--- src/rtl/speicher_zugriff_if.sv ---
// Data-memory bus between the load/store unit (master) and the memory (slave).
interface speicher_zugriff_if #(
  parameter int ADDR_WIDTH = 32
);
  logic [ADDR_WIDTH-1:0] MemAdresse;
  logic                  MemLesen;
  logic                  MemSchreiben;
  logic [3:0]            MemByteEnable;
  logic [31:0]           MemSchreibDaten;
  logic [31:0]           MemLeseDaten;
  logic                  MemBereit;

  modport master (
    output MemAdresse, MemLesen, MemSchreiben, MemByteEnable, MemSchreibDaten,
    input  MemLeseDaten, MemBereit
  );

  modport slave (
    input  MemAdresse, MemLesen, MemSchreiben, MemByteEnable, MemSchreibDaten,
    output MemLeseDaten, MemBereit
  );
endinterface

--- src/rtl/speicher_zugriff.sv ---
// Load/store unit: runs one data-memory transaction per writeback request and always
// answers with exactly one completion pulse, even on misalignment or bus timeout.
module speicher_zugriff #(
  parameter int ADDR_WIDTH = 32,
  parameter int TIMEOUT    = 255
) (
  input  logic                  Clock,
  input  logic                  Reset,
  input  logic                  LoadDatenSignal,
  input  logic                  StoreDatenSignal,
  input  logic [2:0]            Funct3,
  input  logic [ADDR_WIDTH-1:0] Adresse,
  input  logic [31:0]           SchreibDaten,
  output logic                  DatenGeladen,
  output logic                  DatenGespeichert,
  output logic [31:0]           LadeDaten,
  output logic                  Fehler,
  speicher_zugriff_if.master    memBus
);

  typedef enum logic [1:0] {IDLE, ZUGRIFF, FERTIG} stateT;

  localparam logic [31:0] TIMEOUT_LAST = 32'(TIMEOUT - 1);
  localparam bit          TIMEOUT_EN   = (TIMEOUT != 0);

  stateT                 state, nextState;
  logic                  isStore;
  logic [2:0]            funct3Reg;
  logic [1:0]            laneReg;
  logic [ADDR_WIDTH-1:0] addrReg;
  logic [3:0]            byteEnReg;
  logic [31:0]           storeDataReg;
  logic [31:0]           waitCount;

  logic                  requested, funct3Ok, misaligned, badRequest;
  logic                  accept, timeoutHit;
  logic [3:0]            byteEnNext;
  logic [31:0]           storeDataNext;
  logic [7:0]            laneByte;
  logic [15:0]           laneHalf;
  logic [31:0]           loadValue;

  // Both strobes high is treated as a load for the completion pulse; it is an error anyway.
  always_comb begin
    requested = LoadDatenSignal || StoreDatenSignal;
    funct3Ok  = 1'b0;
    if (StoreDatenSignal)
      funct3Ok = Funct3 inside {3'b000, 3'b001, 3'b010};
    else
      funct3Ok = Funct3 inside {3'b000, 3'b001, 3'b010, 3'b100, 3'b101};
    misaligned = 1'b0;
    case (Funct3[1:0])
      2'b01:   misaligned = Adresse[0];
      2'b10:   misaligned = (Adresse[1:0] != 2'b00);
      default: misaligned = 1'b0;
    endcase
    badRequest = (LoadDatenSignal && StoreDatenSignal) || !funct3Ok || misaligned;
  end

  always_comb begin
    byteEnNext    = 4'b1111;
    storeDataNext = SchreibDaten;
    if (StoreDatenSignal && !LoadDatenSignal) begin
      case (Funct3[1:0])
        2'b00: begin
          byteEnNext    = 4'b0001 << Adresse[1:0];
          storeDataNext = {4{SchreibDaten[7:0]}};
        end
        2'b01: begin
          byteEnNext    = 4'b0011 << {Adresse[1], 1'b0};
          storeDataNext = {2{SchreibDaten[15:0]}};
        end
        default: begin
          byteEnNext    = 4'b1111;
          storeDataNext = SchreibDaten;
        end
      endcase
    end
  end

  always_comb begin
    laneByte = memBus.MemLeseDaten[{laneReg, 3'b000} +: 8];
    laneHalf = laneReg[1] ? memBus.MemLeseDaten[31:16] : memBus.MemLeseDaten[15:0];
    case (funct3Reg)
      3'b000:  loadValue = {{24{laneByte[7]}}, laneByte};
      3'b100:  loadValue = {24'h0, laneByte};
      3'b001:  loadValue = {{16{laneHalf[15]}}, laneHalf};
      3'b101:  loadValue = {16'h0, laneHalf};
      default: loadValue = memBus.MemLeseDaten;
    endcase
  end

  always_ff @(posedge Clock or negedge Reset) begin
    if (!Reset)
      state <= IDLE;
    else
      state <= nextState;
  end

  always_comb begin
    nextState  = state;
    accept     = 1'b0;
    timeoutHit = 1'b0;
    unique case (state)
      IDLE: begin
        if (requested) begin
          accept    = 1'b1;
          nextState = badRequest ? FERTIG : ZUGRIFF;
        end
      end
      ZUGRIFF: begin
        if (memBus.MemBereit) begin
          nextState = FERTIG;
        end else if (TIMEOUT_EN && (waitCount == TIMEOUT_LAST)) begin
          timeoutHit = 1'b1;
          nextState  = FERTIG;
        end
      end
      FERTIG:  nextState = IDLE;
      default: nextState = IDLE;
    endcase
  end

  // Request context is latched once on acceptance so the bus sees stable values while waiting.
  always_ff @(posedge Clock or negedge Reset) begin
    if (!Reset) begin
      isStore      <= 1'b0;
      funct3Reg    <= 3'b000;
      laneReg      <= 2'b00;
      addrReg      <= '0;
      byteEnReg    <= 4'b0000;
      storeDataReg <= 32'h0;
      waitCount    <= 32'h0;
      LadeDaten    <= 32'h0;
      Fehler       <= 1'b0;
    end else if (accept) begin
      isStore      <= StoreDatenSignal && !LoadDatenSignal;
      funct3Reg    <= Funct3;
      laneReg      <= Adresse[1:0];
      addrReg      <= {Adresse[ADDR_WIDTH-1:2], 2'b00};
      byteEnReg    <= byteEnNext;
      storeDataReg <= storeDataNext;
      waitCount    <= 32'h0;
      Fehler       <= badRequest;
    end else if (state == ZUGRIFF) begin
      if (memBus.MemBereit) begin
        if (!isStore)
          LadeDaten <= loadValue;
      end else if (timeoutHit) begin
        Fehler <= 1'b1;
      end else begin
        waitCount <= waitCount + 32'h1;
      end
    end
  end

  assign memBus.MemLesen        = (state == ZUGRIFF) && !isStore;
  assign memBus.MemSchreiben    = (state == ZUGRIFF) && isStore;
  assign memBus.MemAdresse      = addrReg;
  assign memBus.MemByteEnable   = byteEnReg;
  assign memBus.MemSchreibDaten = storeDataReg;
  assign DatenGeladen           = (state == FERTIG) && !isStore;
  assign DatenGespeichert       = (state == FERTIG) && isStore;

endmodule

--- src/flat_wrapper.sv ---
// flat-port wrapper written by rule: the top's interface ports become plain ports
module speicher_zugriff_flat 
#(
  parameter int ADDR_WIDTH = 32,
  parameter int TIMEOUT    = 255
)
  (Clock, Reset, LoadDatenSignal, StoreDatenSignal, Funct3, Adresse, SchreibDaten, DatenGeladen, DatenGespeichert, LadeDaten, Fehler, memBus_MemAdresse, memBus_MemLesen, memBus_MemSchreiben, memBus_MemByteEnable, memBus_MemSchreibDaten, memBus_MemLeseDaten, memBus_MemBereit);
  speicher_zugriff_if #(.ADDR_WIDTH(ADDR_WIDTH)) memBus_i ();
  input  logic Clock;
  input  logic Reset;
  input  logic LoadDatenSignal;
  input  logic StoreDatenSignal;
  input  logic [2:0] Funct3;
  input  logic [ADDR_WIDTH-1:0] Adresse;
  input  logic [31:0] SchreibDaten;
  output logic DatenGeladen;
  output logic DatenGespeichert;
  output logic [31:0] LadeDaten;
  output logic Fehler;
  output wire logic [$bits(memBus_i.MemAdresse)-1:0] memBus_MemAdresse;
  output wire logic [$bits(memBus_i.MemLesen)-1:0] memBus_MemLesen;
  output wire logic [$bits(memBus_i.MemSchreiben)-1:0] memBus_MemSchreiben;
  output wire logic [$bits(memBus_i.MemByteEnable)-1:0] memBus_MemByteEnable;
  output wire logic [$bits(memBus_i.MemSchreibDaten)-1:0] memBus_MemSchreibDaten;
  input wire logic [$bits(memBus_i.MemLeseDaten)-1:0] memBus_MemLeseDaten;
  input wire logic [$bits(memBus_i.MemBereit)-1:0] memBus_MemBereit;
  assign memBus_MemAdresse = memBus_i.MemAdresse;
  assign memBus_MemLesen = memBus_i.MemLesen;
  assign memBus_MemSchreiben = memBus_i.MemSchreiben;
  assign memBus_MemByteEnable = memBus_i.MemByteEnable;
  assign memBus_MemSchreibDaten = memBus_i.MemSchreibDaten;
  assign memBus_i.MemLeseDaten = memBus_MemLeseDaten;
  assign memBus_i.MemBereit = memBus_MemBereit;
  speicher_zugriff #(.ADDR_WIDTH(ADDR_WIDTH), .TIMEOUT(TIMEOUT)) u_core (.Clock(Clock), .Reset(Reset), .LoadDatenSignal(LoadDatenSignal), .StoreDatenSignal(StoreDatenSignal), .Funct3(Funct3), .Adresse(Adresse), .SchreibDaten(SchreibDaten), .DatenGeladen(DatenGeladen), .DatenGespeichert(DatenGespeichert), .LadeDaten(LadeDaten), .Fehler(Fehler), .memBus(memBus_i));
endmodule
--- config.mk ---
export PLATFORM = sky130hd
export DESIGN_NAME = speicher_zugriff_flat
export DESIGN_NICKNAME = d
export VERILOG_FILES = /design/src/rtl/speicher_zugriff_if.sv /design/src/rtl/speicher_zugriff.sv /design/src/flat_wrapper.sv
export SDC_FILE = /design/constraint.sdc
export NUM_CORES = 1
export LEC_CHECK = 0
export BUFFER_PORTS_ARGS = -buffer_cell sky130_fd_sc_hd__buf_4
export CAP_MARGIN = 25
export CORE_MARGIN = 2
export CORE_UTILIZATION = 35
export CTS_BUF_LIST = sky130_fd_sc_hd__clkbuf_8 sky130_fd_sc_hd__clkbuf_16
export DETAILED_ROUTE_END_ITERATION = 10
export SYNTH_ARGS = -nofsm -noshare
export SYNTH_HDL_FRONTEND = slang
export SYNTH_SLANG_ARGS = --single-unit
--- constraint.sdc ---
create_clock -name Clock -period 3.95 [get_ports Clock]
set_input_delay 0.395 -clock Clock [delete_from_list [all_inputs] [get_ports Clock]]
set_output_delay 0.395 -clock Clock [all_outputs]
set_load 0.01 [all_outputs]
==> flow_results.org <==
** Worst setup path
- Startpoint type of the worst setup path :: primary input
- Traced cell by cell, the critical path runs through buf_4 > inv_1 > ha_1 > nor2_1 > or3b_2 > nor3_2 > a222oi_1 > inv_1.
- By instance count, the cell type seen most on the critical path is inv_1.
- At the worst endpoint, the required time is 4.30 ns.
- Critical Path Sink Type :: flip-flop
- Crit Path Max Fanout :: 15
- The slowest stage of the critical path belongs to the cell or3b_2.
- The worst setup path is of the in -> reg kind.
- At the worst endpoint, the arrival time is 2.66 ns.
- Critical Path Max Stage Delay :: 0.63 ns

** Logic synthesis
- Yosys top cell by area :: dfrtp_1
- Counting flops and latches in the post-synthesis netlist gives about 140.
- Mean post-synth cell area :: around 9 sq um
- Ranked by total cell area, the synthesized netlist is headed by dfrtp_1 (52%), nand2_1 (11%), nand3_1 (3.3%), o21ai_0 (3.3%), nor2_1 (3.1%).
- Number of distinct library cell variants in the gate-level netlist after synthesis :: 62
- During synthesis, Yosys emitted a total of 0 warnings.
- The cell count after synthesis came out at 741.
- Area fraction of the dominant cell type after synthesis :: 52.1%
- Async set or reset register ratio after synthesis :: 100%
- The synthesized design contains 0 enable-type register cells.
- After synthesis, flip-flops and latches occupy 52.1% of the total area.
- For this run, the leading register cell type out of synthesis is dfrtp_1.
- Summed instance area of the synthesized netlist :: roughly 6700 sq um

** Placed design
- Pre-CTS WS :: ~1.2 ns
- After detailed placement, the total cell area comes to 8440 sq um.
- The congestion estimate from routability-driven global placement came to about 0.82.
- Total half-perimeter wirelength after legalization and detailed placement :: 13500 microns
- During placement, the flow inserted port buffers numbering 206.

** Clocking
- The number of gates resized after CTS was 0.
- Number of clock buffers inserted by TritonCTS :: 17
- The tree is rooted in a clkbuf_16.
- Clock latency on the worst-skew pair, taken at its later pin, is 0.41 ns.
- Clock-pin slew was measured on the worst setup and hold paths at 0.06 ns.
- TritonCTS built the clock tree.
- H-Tree Level Count :: 4
- The clock net in this run drives a total of 139 sinks.
- The number of hold buffers added after CTS was 1.
- # Post-CTS Setup Buffers :: 0
- The clock passes through at most 2 buffers.

** Global route
- The first global-routing pass estimated 31100 microns of wire.
- Global-route usage over all layers :: 19.3%
- Entering global routing, the biggest net connects 78 pins.
- GRT Residual Overflow :: 0
- Antenna violations before repair :: 0
- The via count of the first global-routing pass is 5984.

** Outcome
- Outcome :: finished clean

** Layout
- Layout area overhead :: 35.0%
- The final layout contains 1045 nets.
- Total non-filler cell area in the finished layout :: about 9000 sq um
- The number of antenna diodes in the final layout is 0.
- Layout cells sized above 1 :: between 20 and 30%
- Core Util, Final :: roughly half

** Die
- Core area :: 18700 sq um
- The die covers 20200 sq um.
- Effective utilization at floorplan :: a little over a third
- Measured along the x axis, the die boundary spans ~140 microns.
- 209 I/O pins were placed.
- Die Span Y :: 142 microns
- Row generation in the floorplan step produced 50 rows.

** Timing
- Final critical delay including setup and external delays :: 2.31 ns
- Timing would allow up to roughly 0.43 GHz.
- Of the available clock period, the critical path in the final layout requires 58.5%.
- Max_slew headroom :: a little under a third
- Setup repair after global routing missed its margin :: false
- Actual transition at the worst max-transition pin :: 1.03 ns
- PnR worst setup slack :: 1.64 ns
- The count of final max-slew check failures is 0.
- Count of endpoints failing hold in the final timing report :: 0
- Final setup vio count :: 0
- Setup TNS after final layout :: 0 ns
- For the final database, setup skew stands at 0.0104 ns.

** Route
- For this block, wires on met1 add up to 8660 microns.
- Uppermost layer routed :: met4
- Routed vias/inst :: 5.19
- The routed design uses 8780 microns of met2 wire.
- In the detailed route, the total length drawn on met3 is 1440 microns.
- For this run, design rule violations remaining after detail routing come to 0.
- In this run, the number of DRC markers left after iteration 0 of detailed routing was 415.
- The routed layout has between 6000 and 7000 vias.
- Post-detailed-route wirelength per cell :: roughly 16 microns
- The routed design has 19100 microns of wire.
- The detail route stage leaves a number of antenna-violating nets equal to 0.
- The first detailed-routing pass took 6 iterations.

** Power and ir drop
- Overall power consumption :: 0.00615 W
- Leakage dissipation :: 4.35 nW
- The worst-case IR drop observed on VDD is 0.000324 V.
- Pwr per Cell Area :: 681 nW/um^2

** Worst hold path
- The worst hold path belongs to the class in -> reg.

** Job
- Max-capacitance violation count :: 0
where the power goes:
group	leakage [nW]	internal [W]	switching [W]
sequential	1.75	0.00193	0.000419
clock	0.282	0.000955	0.000614
combinational	2.32	0.00107	0.00116
synth_stat cells (3+ instances only):
cell type,count
nand4_1,9
inv_1,23
a31oi_1,8
clkbuf_1,27
xor2_1,7
a222oi_1,8
ha_1,6
nor3b_1,4
o21ai_0,44
a21oi_1,29
o21ai_1,3
mux2_2,3
nand3_1,44
mux2i_1,9
a22o_1,8
o22ai_1,14
nor4_1,8
nor2_1,55
or3_1,4
nor3_1,13
and4_1,3
nor2_2,4
nand2_1,189
buf_2,11
dfrtp_1,139
xnor2_1,13
o31a_1,6
and3_1,6
through the flow:
stage,std cells,hold WS [ns]
2_1_floorplan,742,0.0994
3_3_place_gp,1149,0.420
3_5_place_dp,1149,0.420
4_1_cts,1181,0.153
5_1_grt,1181,0.155
6_report,1181,0.169
metal layers:
metal  vias up  GRT usage, %
met5         -             0
met4         0          5.21
met3        16          5.99
met2       226          29.9
met1      2939          26.3
li1       2950             -
registers in the layout (all words and copies together) (netlist names):
register,count
u_core.LadeDaten,32
u_core.memBus.MemSchreibDaten,32
u_core.waitCount,32
u_core.memBus.MemAdresse,30
u_core.memBus.MemByteEnable,4
u_core.funct3Reg,3
u_core.laneReg,2
u_core.state,2
u_core.Fehler,1
u_core.isStore,1
critical path: cells and delay by family:
family	cells	cell delay, ns
and+or+nand+nor	3	1.23
AOI/OAI and AO/OA	1	0.21
buffers and inverters	3	0.31
adders and majority gates	1	0.52
cell usage in the layout (no fill, tap or decap), types with 4 or more instances in the layout:
| cell | count |
|---|---|
| nor3b_1 | 4 |
| a22o_1 | 8 |
| inv_1 | 24 |
| nand4_1 | 9 |
| nand2_1 | 189 |
| mux2i_1 | 9 |
| ha_1 | 6 |
| a222oi_1 | 8 |
| a21oi_1 | 29 |
| dfrtp_1 | 139 |
| a31oi_1 | 8 |
| or3_1 | 4 |
| and3_1 | 6 |
| o22ai_1 | 14 |
| o21ai_0 | 44 |
| buf_4 | 212 |
| nor2_1 | 55 |
| xor2_1 | 7 |
| nand3_1 | 44 |
| o31a_1 | 6 |
| nor3_1 | 12 |
| xnor2_1 | 13 |
| clkinv_2 | 4 |
| nor2_2 | 4 |
| nor4_1 | 8 |
| clkbuf_16 | 17 |
area by class of cell:
type | instances | area (sq um)
multi-input cells | 539 | 2960
repair buffers | 215 | 1630
inverters | 23 | 86.3
flip-flops and latches | 139 | 3480
fillers | 1838 | 9680
clock buffers | 19 | 453
clock inverters | 12 | 124
well taps | 234 | 293
cell families after synthesis:
logic type               Yosys count  share of synthesized area (%)
adder cells (fa/ha/maj)            6                           1.12
AND/OR/NAND/NOR                  362                           25.1
XOR/XNOR                          20                           2.62
buffers and inverters             64                           4.03
flip-flops                       139                           52.1
AO/OA/AOI/OAI                    136                           12.8
multiplexers                      13                           2.19
other                              1                         0.0561
path summary, 6_finish.rpt:
kind / startpoint / end / slack (ns) / depth (start not counted)
setup / recovery: Funct3[1] / u_core.memBus.MemSchreibDaten[22] / 1.64 / 8
hold / removal: Adresse[31] / u_core.memBus.MemAdresse[31] / 0.17 / 3
setup reg to reg: u_core.laneReg[1] / u_core.LadeDaten[17] / 1.71 / 5
hold reg to reg: u_core.memBus.MemAdresse[24] / u_core.memBus.MemAdresse[24] / 0.47 / 2
max in group asynchronous: Reset / u_core.memBus.MemAdresse[13] / 2.59 / 3
min in group asynchronous: Reset / u_core.LadeDaten[5] / 0.52 / 2
Note: power is estimated with default switching activity, not from simulation.
